[config.mk]
export PLATFORM = sky130hd
export DESIGN_NAME = alu_sequencer
export DESIGN_NICKNAME = d
export VERILOG_FILES = /design/src/rtl/alu_sequencer.sv
export SDC_FILE = /design/constraint.sdc
export NUM_CORES = 1
export LEC_CHECK = 0
export CORE_MARGIN = 5
export CORE_UTILIZATION = 48
export DETAILED_ROUTE_END_ITERATION = 10
export PLACE_DENSITY = 0.87
export SLEW_MARGIN = 20
export SYNTH_ARGS = -nofsm -noshare
export SYNTH_HDL_FRONTEND = slang
export SYNTH_SLANG_ARGS = --single-unit
[constraint.sdc]
create_clock -name clk -period 3.1 [get_ports clk]
set_input_delay 0.465 -clock clk [delete_from_list [all_inputs] [get_ports clk]]
set_output_delay 0.465 -clock clk [all_outputs]
set_load 0.005 [all_outputs]
[src/rtl/alu_sequencer.sv]
// Multi-pass sequencer for the 8-bit Game Boy ALU: OP8, ADD16, ADD SP,e8 and NOP requests.
// Optional ALU_SEQ_OVERLAP_EN lets a new request be accepted in the response handshake cycle.

package gate_boy_pkg;
  parameter int unsigned DATA_WIDTH = 8;
  parameter int unsigned FLAG_WIDTH = 8;
  typedef enum logic [2:0] {
    AluAdd, AluAdc, AluSub, AluSbc, AluAnd, AluXor, AluOr, AluCp
  } alu_ops_t;
endpackage

module alu_sequencer
  import gate_boy_pkg::*;
(
  input  logic                  clk,
  input  logic                  rst,
  input  logic                  req_valid,
  output logic                  req_ready,
  input  logic [1:0]            req_cmd,
  input  alu_ops_t              req_alu_op,
  input  logic [15:0]           req_a,
  input  logic [15:0]           req_b,
  input  logic [FLAG_WIDTH-1:0] req_flags_in,
  output logic                  rsp_valid,
  input  logic                  rsp_ready,
  output logic [15:0]           rsp_result,
  output logic [FLAG_WIDTH-1:0] rsp_flags,
  output logic [DATA_WIDTH-1:0] alu_operand_A,
  output logic [DATA_WIDTH-1:0] alu_operand_B,
  output alu_ops_t              alu_opcode,
  input  logic [DATA_WIDTH-1:0] alu_result,
  input  logic [FLAG_WIDTH-1:0] alu_flags
);

  typedef enum logic [1:0] {CmdOp8, CmdAdd16, CmdAddSp, CmdNop} cmd_e;
  typedef enum logic [2:0] {StIdle, StPrime, StPassLo, StPassHi, StCapt, StDone} state_e;

  state_e          state_q, state_d;
  cmd_e            cmd_q;
  alu_ops_t        op_q;
  logic [15:0]     a_q, b_q;
  logic            z_in_q, c_in_q;
  logic [7:0]      lo_q;
  logic [1:0]      hc_q;
  logic [15:0]     rsp_result_q;
  logic [7:0]      rsp_flags_q;
  logic            accept;

  function automatic state_e first_state(input cmd_e cmd, input alu_ops_t op);
    if (cmd == CmdNop) return StDone;
    if (cmd == CmdOp8 && (op == AluAdc || op == AluSbc)) return StPrime;
    return StPassLo;
  endfunction

  always_comb begin
    req_ready = 1'b0;
    if (!rst) begin
      if (state_q == StIdle) req_ready = 1'b1;
`ifdef ALU_SEQ_OVERLAP_EN
      else if (state_q == StDone) req_ready = rsp_ready;
`endif
    end
  end

  assign accept     = req_valid && req_ready;
  assign rsp_valid  = (state_q == StDone);
  assign rsp_result = rsp_result_q;
  assign rsp_flags  = rsp_flags_q;

  always_comb begin
    state_d = state_q;
    unique case (state_q)
      StIdle:   if (accept) state_d = first_state(cmd_e'(req_cmd), req_alu_op);
      StPrime:  state_d = StPassLo;
      StPassLo: state_d = (cmd_q == CmdOp8) ? StCapt : StPassHi;
      StPassHi: state_d = StCapt;
      StCapt:   state_d = StDone;
      StDone: begin
        if (rsp_ready) state_d = accept ? first_state(cmd_e'(req_cmd), req_alu_op) : StIdle;
      end
      default:  state_d = StIdle;
    endcase
  end

  // ALU sees ADD 0,0 whenever no pass is in flight.
  always_comb begin
    alu_opcode    = AluAdd;
    alu_operand_A = '0;
    alu_operand_B = '0;
    unique case (state_q)
      StPrime: begin
        // 0xFF + carry sets the ALU carry register to the CPU carry.
        alu_operand_A = 8'hFF;
        alu_operand_B = {7'b0, c_in_q};
      end
      StPassLo: begin
        alu_opcode    = (cmd_q == CmdOp8) ? op_q : AluAdd;
        alu_operand_A = a_q[7:0];
        alu_operand_B = b_q[7:0];
      end
      StPassHi: begin
        alu_opcode    = AluAdc;
        alu_operand_A = a_q[15:8];
        alu_operand_B = (cmd_q == CmdAddSp) ? {8{b_q[7]}} : b_q[15:8];
      end
      default: ;
    endcase
  end

  always_ff @(posedge clk or posedge rst) begin
    if (rst) begin
      state_q      <= StIdle;
      cmd_q        <= CmdNop;
      op_q         <= AluAdd;
      a_q          <= '0;
      b_q          <= '0;
      z_in_q       <= 1'b0;
      c_in_q       <= 1'b0;
      lo_q         <= '0;
      hc_q         <= '0;
      rsp_result_q <= '0;
      rsp_flags_q  <= '0;
    end else begin
      state_q <= state_d;
      if (accept) begin
        cmd_q  <= cmd_e'(req_cmd);
        op_q   <= req_alu_op;
        a_q    <= req_a;
        b_q    <= req_b;
        z_in_q <= req_flags_in[7];
        c_in_q <= req_flags_in[4];
        if (cmd_e'(req_cmd) == CmdNop) begin
          rsp_result_q <= req_a;
          rsp_flags_q  <= req_flags_in & 8'hF0;
        end
      end
      // alu_result here is the registered output of the low pass.
      if (state_q == StPassHi) begin
        lo_q <= alu_result;
        hc_q <= alu_flags[5:4];
      end
      if (state_q == StCapt) begin
        case (cmd_q)
          CmdOp8: begin
            rsp_result_q <= {8'h00, alu_result};
            rsp_flags_q  <= alu_flags;
          end
          CmdAdd16: begin
            rsp_result_q <= {alu_result, lo_q};
            rsp_flags_q  <= {z_in_q, 1'b0, alu_flags[5:4], 4'b0};
          end
          CmdAddSp: begin
            rsp_result_q <= {alu_result, lo_q};
            rsp_flags_q  <= {2'b00, hc_q, 4'b0};
          end
          default: ;
        endcase
      end
    end
  end

endmodule

=== Word level (Yosys, flattened, before mapping) ===
Cells that the tools add are included.

* Logic and storage cells: 69
* Input port bits: 65
* Register bits after elaboration: 76

* Multiplexer cells: 38
* Reductions and logical operators: 8
* Eq/ne operators: 12

{| class="wikitable"
|+ Operators by type and width
! operator !! count
|-
| $pmux W8 S3 || 3
|-
| $mux W16 || 3
|-
| $mux W3 || 11
|-
| $mux W8 || 4
|-
| $pmux W16 S2 || 1
|-
| $pmux W3 S6 || 1
|-
| $mux W1 || 14
|-
| $eq A3 B2 Y1 const B || 3
|-
| $eq A3 B1 Y1 const B || 2
|-
| $eq A3 B3 Y1 const B || 2
|-
| $pmux W3 S2 || 1
|-
| $eq A2 B2 Y1 const B || 2
|-
| $logic_not A2 Y1 || 2
|-
| $logic_not A3 Y1 || 1
|-
| $eq A2 B1 Y1 const B || 1
|-
| $logic_and A1 B1 Y1 || 2
|-
| $ne A2 B1 Y1 const B || 1
|-
| $ne A2 B2 Y1 const B || 1
|-
| $reduce_and A2 Y1 || 1
|-
| $reduce_or A2 Y1 || 1
|-
| $logic_or A1 B1 Y1 || 1
|}

=== Depth between registers and ports, before layout ===
* Depth in word-level cells: 13
* Depth in mapped cells: 6

=== Worst setup path before layout ===
No wires, ideal clock.

* Path kind: input to register
* From: input rst
* To: register b_q[0]
* Setup slack: 33 ps
* Stages on the path: 5
* Data arrival time: 2,942 ps
* Required time: 2,975 ps
* Path through: inv_1 -> nand3_2 -> buf_6 -> buf_6 -> mux2_4

* Word-level cells in the longest chain between the ends: 2

{| class="wikitable"
|+ Ends and longest elaborated chain
! element !! line !! RTL
|-
| start: declaration || 16 || <nowiki>input logic rst,</nowiki>
|-
| $mux W1 || 57 || <nowiki>if (!rst) begin</nowiki>
|-
| $logic_and A1 B1 Y1 || 65 || <nowiki>assign accept = req_valid && req_ready;</nowiki>
|-
| end signal: assignment || 129 || <nowiki>b_q <= req_b;</nowiki>
|-
| end: declaration || 41 || <nowiki>logic [15:0] a_q, b_q;</nowiki>
|}

Every way passes these cells.
A chain may end at the register's enable or synchronous reset.

=== Worst setup path in the final report ===
* From: register cmd_q[0]
* To: output alu_opcode[1]

* Word-level cells in the longest chain between the ends: 3

{| class="wikitable"
|+ Ends and longest elaborated chain
! element !! line !! RTL
|-
| start: declaration || 39 || <nowiki>cmd_e cmd_q;</nowiki>
|-
| start signal: assignment || 113 || <nowiki>cmd_q <= CmdNop;</nowiki>
|-
| start signal: assignment || 126 || <nowiki>cmd_q <= cmd_e'(req_cmd);</nowiki>
|-
| $logic_not A2 Y1 || 97 || <nowiki>alu_opcode = (cmd_q == CmdOp8) ? op_q : AluAdd;</nowiki>
|-
| $mux W3 || 97 ||
|-
| $pmux W3 S2 || 90 || <nowiki>unique case (state_q)</nowiki>
|-
| end: declaration || 30 || <nowiki>output alu_ops_t alu_opcode,</nowiki>
|}

Every way passes these cells.

==> flow_summary.toml <==
[setup_path]
reg2regPathDepth = 6
start_kind = "flop"
crit_type = "flop to primary output"
critPathCaptureType = "primary output"
crit_start = "cmd_q[0]"
arrival_ns = 2.39
crit_path_max_fanout = 21
reg2reg_slack_ns = 0.73
r2r_end = "b_q[5]"
reg2reg_from = "state_q[0]"
crit_path_end = "alu_opcode[1]"
cp_data_required_time_ns = 2.63

[global_route]
antenna_found_initial = 0
track_usage = 0.220
grt_max_degree = 77
grt_pass1_vias = 3307
grt_overflow = 0
grt_pass1_wl_mm = 17.0

[sta]
period_share = 0.920
clock_skew_ns = 0.0116
rsz0062_at_grt = "no"
hold_slack_ns = 0.504
slew_violations = 0
hold_viol = 0
setup_tns_ns = 0
maxSlewHeadroom = 0.344
finalCriticalPeriod_ns = 2.85
setup_viol = 0
max_freq_ghz = 0.351
worstMarginPinSlew_ns = 0.984

[layout]
drive_gt1_frac = 0.192
fillers = 560
multiInputGateArea_um2 = 1740
area_growth_pct = 34.5
n_antenna_cell = 0
fin_nets = 507
seq_area_um2 = 1900

[logic_synthesis]
synth_edf_count = 0
syn_area_per_cell_um2 = 11.1
synthCells = 342
async_flop_share = 1.00
yosysSeqAreaShare = 0.501
syn_area_um2 = 3800
synth_area_leaders = "dfrtp_1, mux2_2, mux2_4, nand3_1, o21ai_0"
ys_ff_latch = 76
synth_top_cell_area_share = 0.487
synth_largest_area_cell = "dfrtp_1"
yosysWarningCount = 0
synthDistinctLibCells = 43
synth-main-ff-cell = "dfrtp_1"
synth_fp_nets = 411

[detailed_routing]
via_count = 3131
drc_errors = 0
ant_nets = 0
wl_per_cell_um = 19.0
drt_iter0_markers = 116
drt_wl_total_mm = 10.3
first_pass_iters = 4
via_per_inst = 5.74

[clock_network]
numCtsBuffers = 9
clock_latency_ns = 0.35
hold_buffers = 0
root_buffer = "clkbuf_8"
htreeDepth = 3
clkTransAtPathRegs_ns = 0.08
cts_tree = "done"
clockBufferDepth = 2
cts.sinks = 76
postCtsSetupRepairBufs = 0
cts_resized = 0

[floorplanning]
fp.dieH_um = 99.0
io_pins = 110
rows = 32
die_w_um = 99.0
initial_core_util = 0.492
design.core.area_um2 = 7730
die-area_um2 = 9800

[placement]
hpwl_mm = 7.41
io_buffers = 105
gp_congestion = 0.884

[power]
ir_drop_mv = 0.449
powerDensity_nw_per_um2 = 936
total_power_mw = 4.79
p_leak_nw = 2.12

[min_path]
hp-class = "flop to flop"

[flow_run]
maxCapViolCount = 0

[outcome]
status = "finished, final reports clean"
## cells by family (layout without fill, tap and decap cells)
family / after synthesis / count (layout) / share of synthesized area
adder cells (fa/ha/maj): 4 / 4 / 0.0132
AO/OA/AOI/OAI: 83 / 83 / 0.140
flip-flops: 76 / 76 / 0.501
AND/OR/NAND/NOR: 88 / 88 / 0.126
multiplexers: 57 / 57 / 0.176
buffers and inverters: 34 / 135 / 0.0434
## registers in the layout, indices dropped and copies added (netlist names), 2 cells and up
register / cells
a_q: 16
b_q: 16
rsp_result: 16
lo_q: 8
rsp_flags: 8
op_q: 3
state_q: 3
cmd_q: 2
hc_q: 2
## layout make-up
class / instances / area share
flip-flops and latches: 76 / 0.372
inverters: 4 / 0.00293
repair buffers: 115 / 0.222
multi-input cells: 232 / 0.340
clock buffers: 10 / 0.0249
well taps: 102 / 0.0249
clock inverters: 6 / 0.0127
## cells in the mapped netlist (all sizes together) (4+ instances only)
cell type and n:
buf 14, a31oi 6, mux2 49, o211ai 6
a22oi 7, o221ai 7, nand2b 4, inv 4
ha 4, clkbuf 16, dfrtp 74, a21oi 18
nor2 7, o21ai 27, nand3 28, mux2i 8
nand2 32
## worst max-delay path, cell delays in order, from the launching register on
cell	delay, ns
dfstp_2	0.39
inv_1	0.08
ha_1	0.74
and4b_1	0.31
clkdlybuf4s50_1	0.52
## placed cells by master (no fill, tap or decap), types with 2 or more instances in the layout
cell | Yosys | layout
nand3_1 | 27 | 27
o221ai_1 | 7 | 7
clkdlybuf4s50_1 | 0 | 105
mux2i_1 | 8 | 8
mux2_4 | 10 | 10
nand2_1 | 32 | 32
a21o_1 | 2 | 2
dfstp_2 | 2 | 2
a32o_1 | 2 | 2
buf_4 | 1 | 9
clkinv_2 | 0 | 2
dfrtp_1 | 74 | 74
nand4b_1 | 2 | 2
a221o_1 | 2 | 2
clkbuf_8 | 0 | 9
ha_1 | 4 | 4
nor2_1 | 6 | 6
a21oi_1 | 18 | 18
a22oi_1 | 7 | 7
and3_1 | 3 | 3
nor2b_2 | 0 | 2
a31oi_1 | 6 | 6
o21ai_0 | 27 | 27
o211ai_1 | 6 | 6
and4b_1 | 3 | 3
clkinv_4 | 0 | 2
nand2b_1 | 4 | 4
inv_1 | 4 | 3
mux2_2 | 39 | 39
## power by group
part / switching (mW) / total [mW] / internal [mW]
logic: 1.02 / 2.24 / 1.22
registers: 0.321 / 1.80 / 1.48
clock network: 0.377 / 0.749 / 0.372
## how the worst min path moves through the flow
stage / startpoint / to / slack [ns] / cells past startpoint
after floorplan: op_q[1] / op_q[1] / 0.47 / 1
final: op_q[1] / op_q[1] / 0.50 / 1
after detailed placement: op_q[1] / op_q[1] / 0.49 / 1
after global placement: c_in_q / c_in_q / 0.48 / 1
after CTS: op_q[1] / op_q[1] / 0.50 / 1
after global routing: b_q[12] / b_q[12] / 0.52 / 1
## per-layer routing
layer  global-route usage  vias to the layer above  part of all wire
met5                    0                        -                 0
met4               0.0809                        0             0.024
met3               0.0502                       20             0.052
met2                0.373                      107              0.51
met1                0.274                     1559              0.41
li1                     -                     1445                 -
## metrics by stage
step	cells	utilization	cell area, µm²	setup slack (ns)
2_1_floorplan	342	-	3800	0.0330
3_3_place_gp	529	0.637	4920	0.576
3_5_place_dp	529	0.637	4920	0.513
4_1_cts	545	0.662	5110	0.120
5_1_grt	545	0.662	5120	0.0886
6_report	545	0.662	5120	0.249
Note: power is estimated with default switching activity, not from simulation.
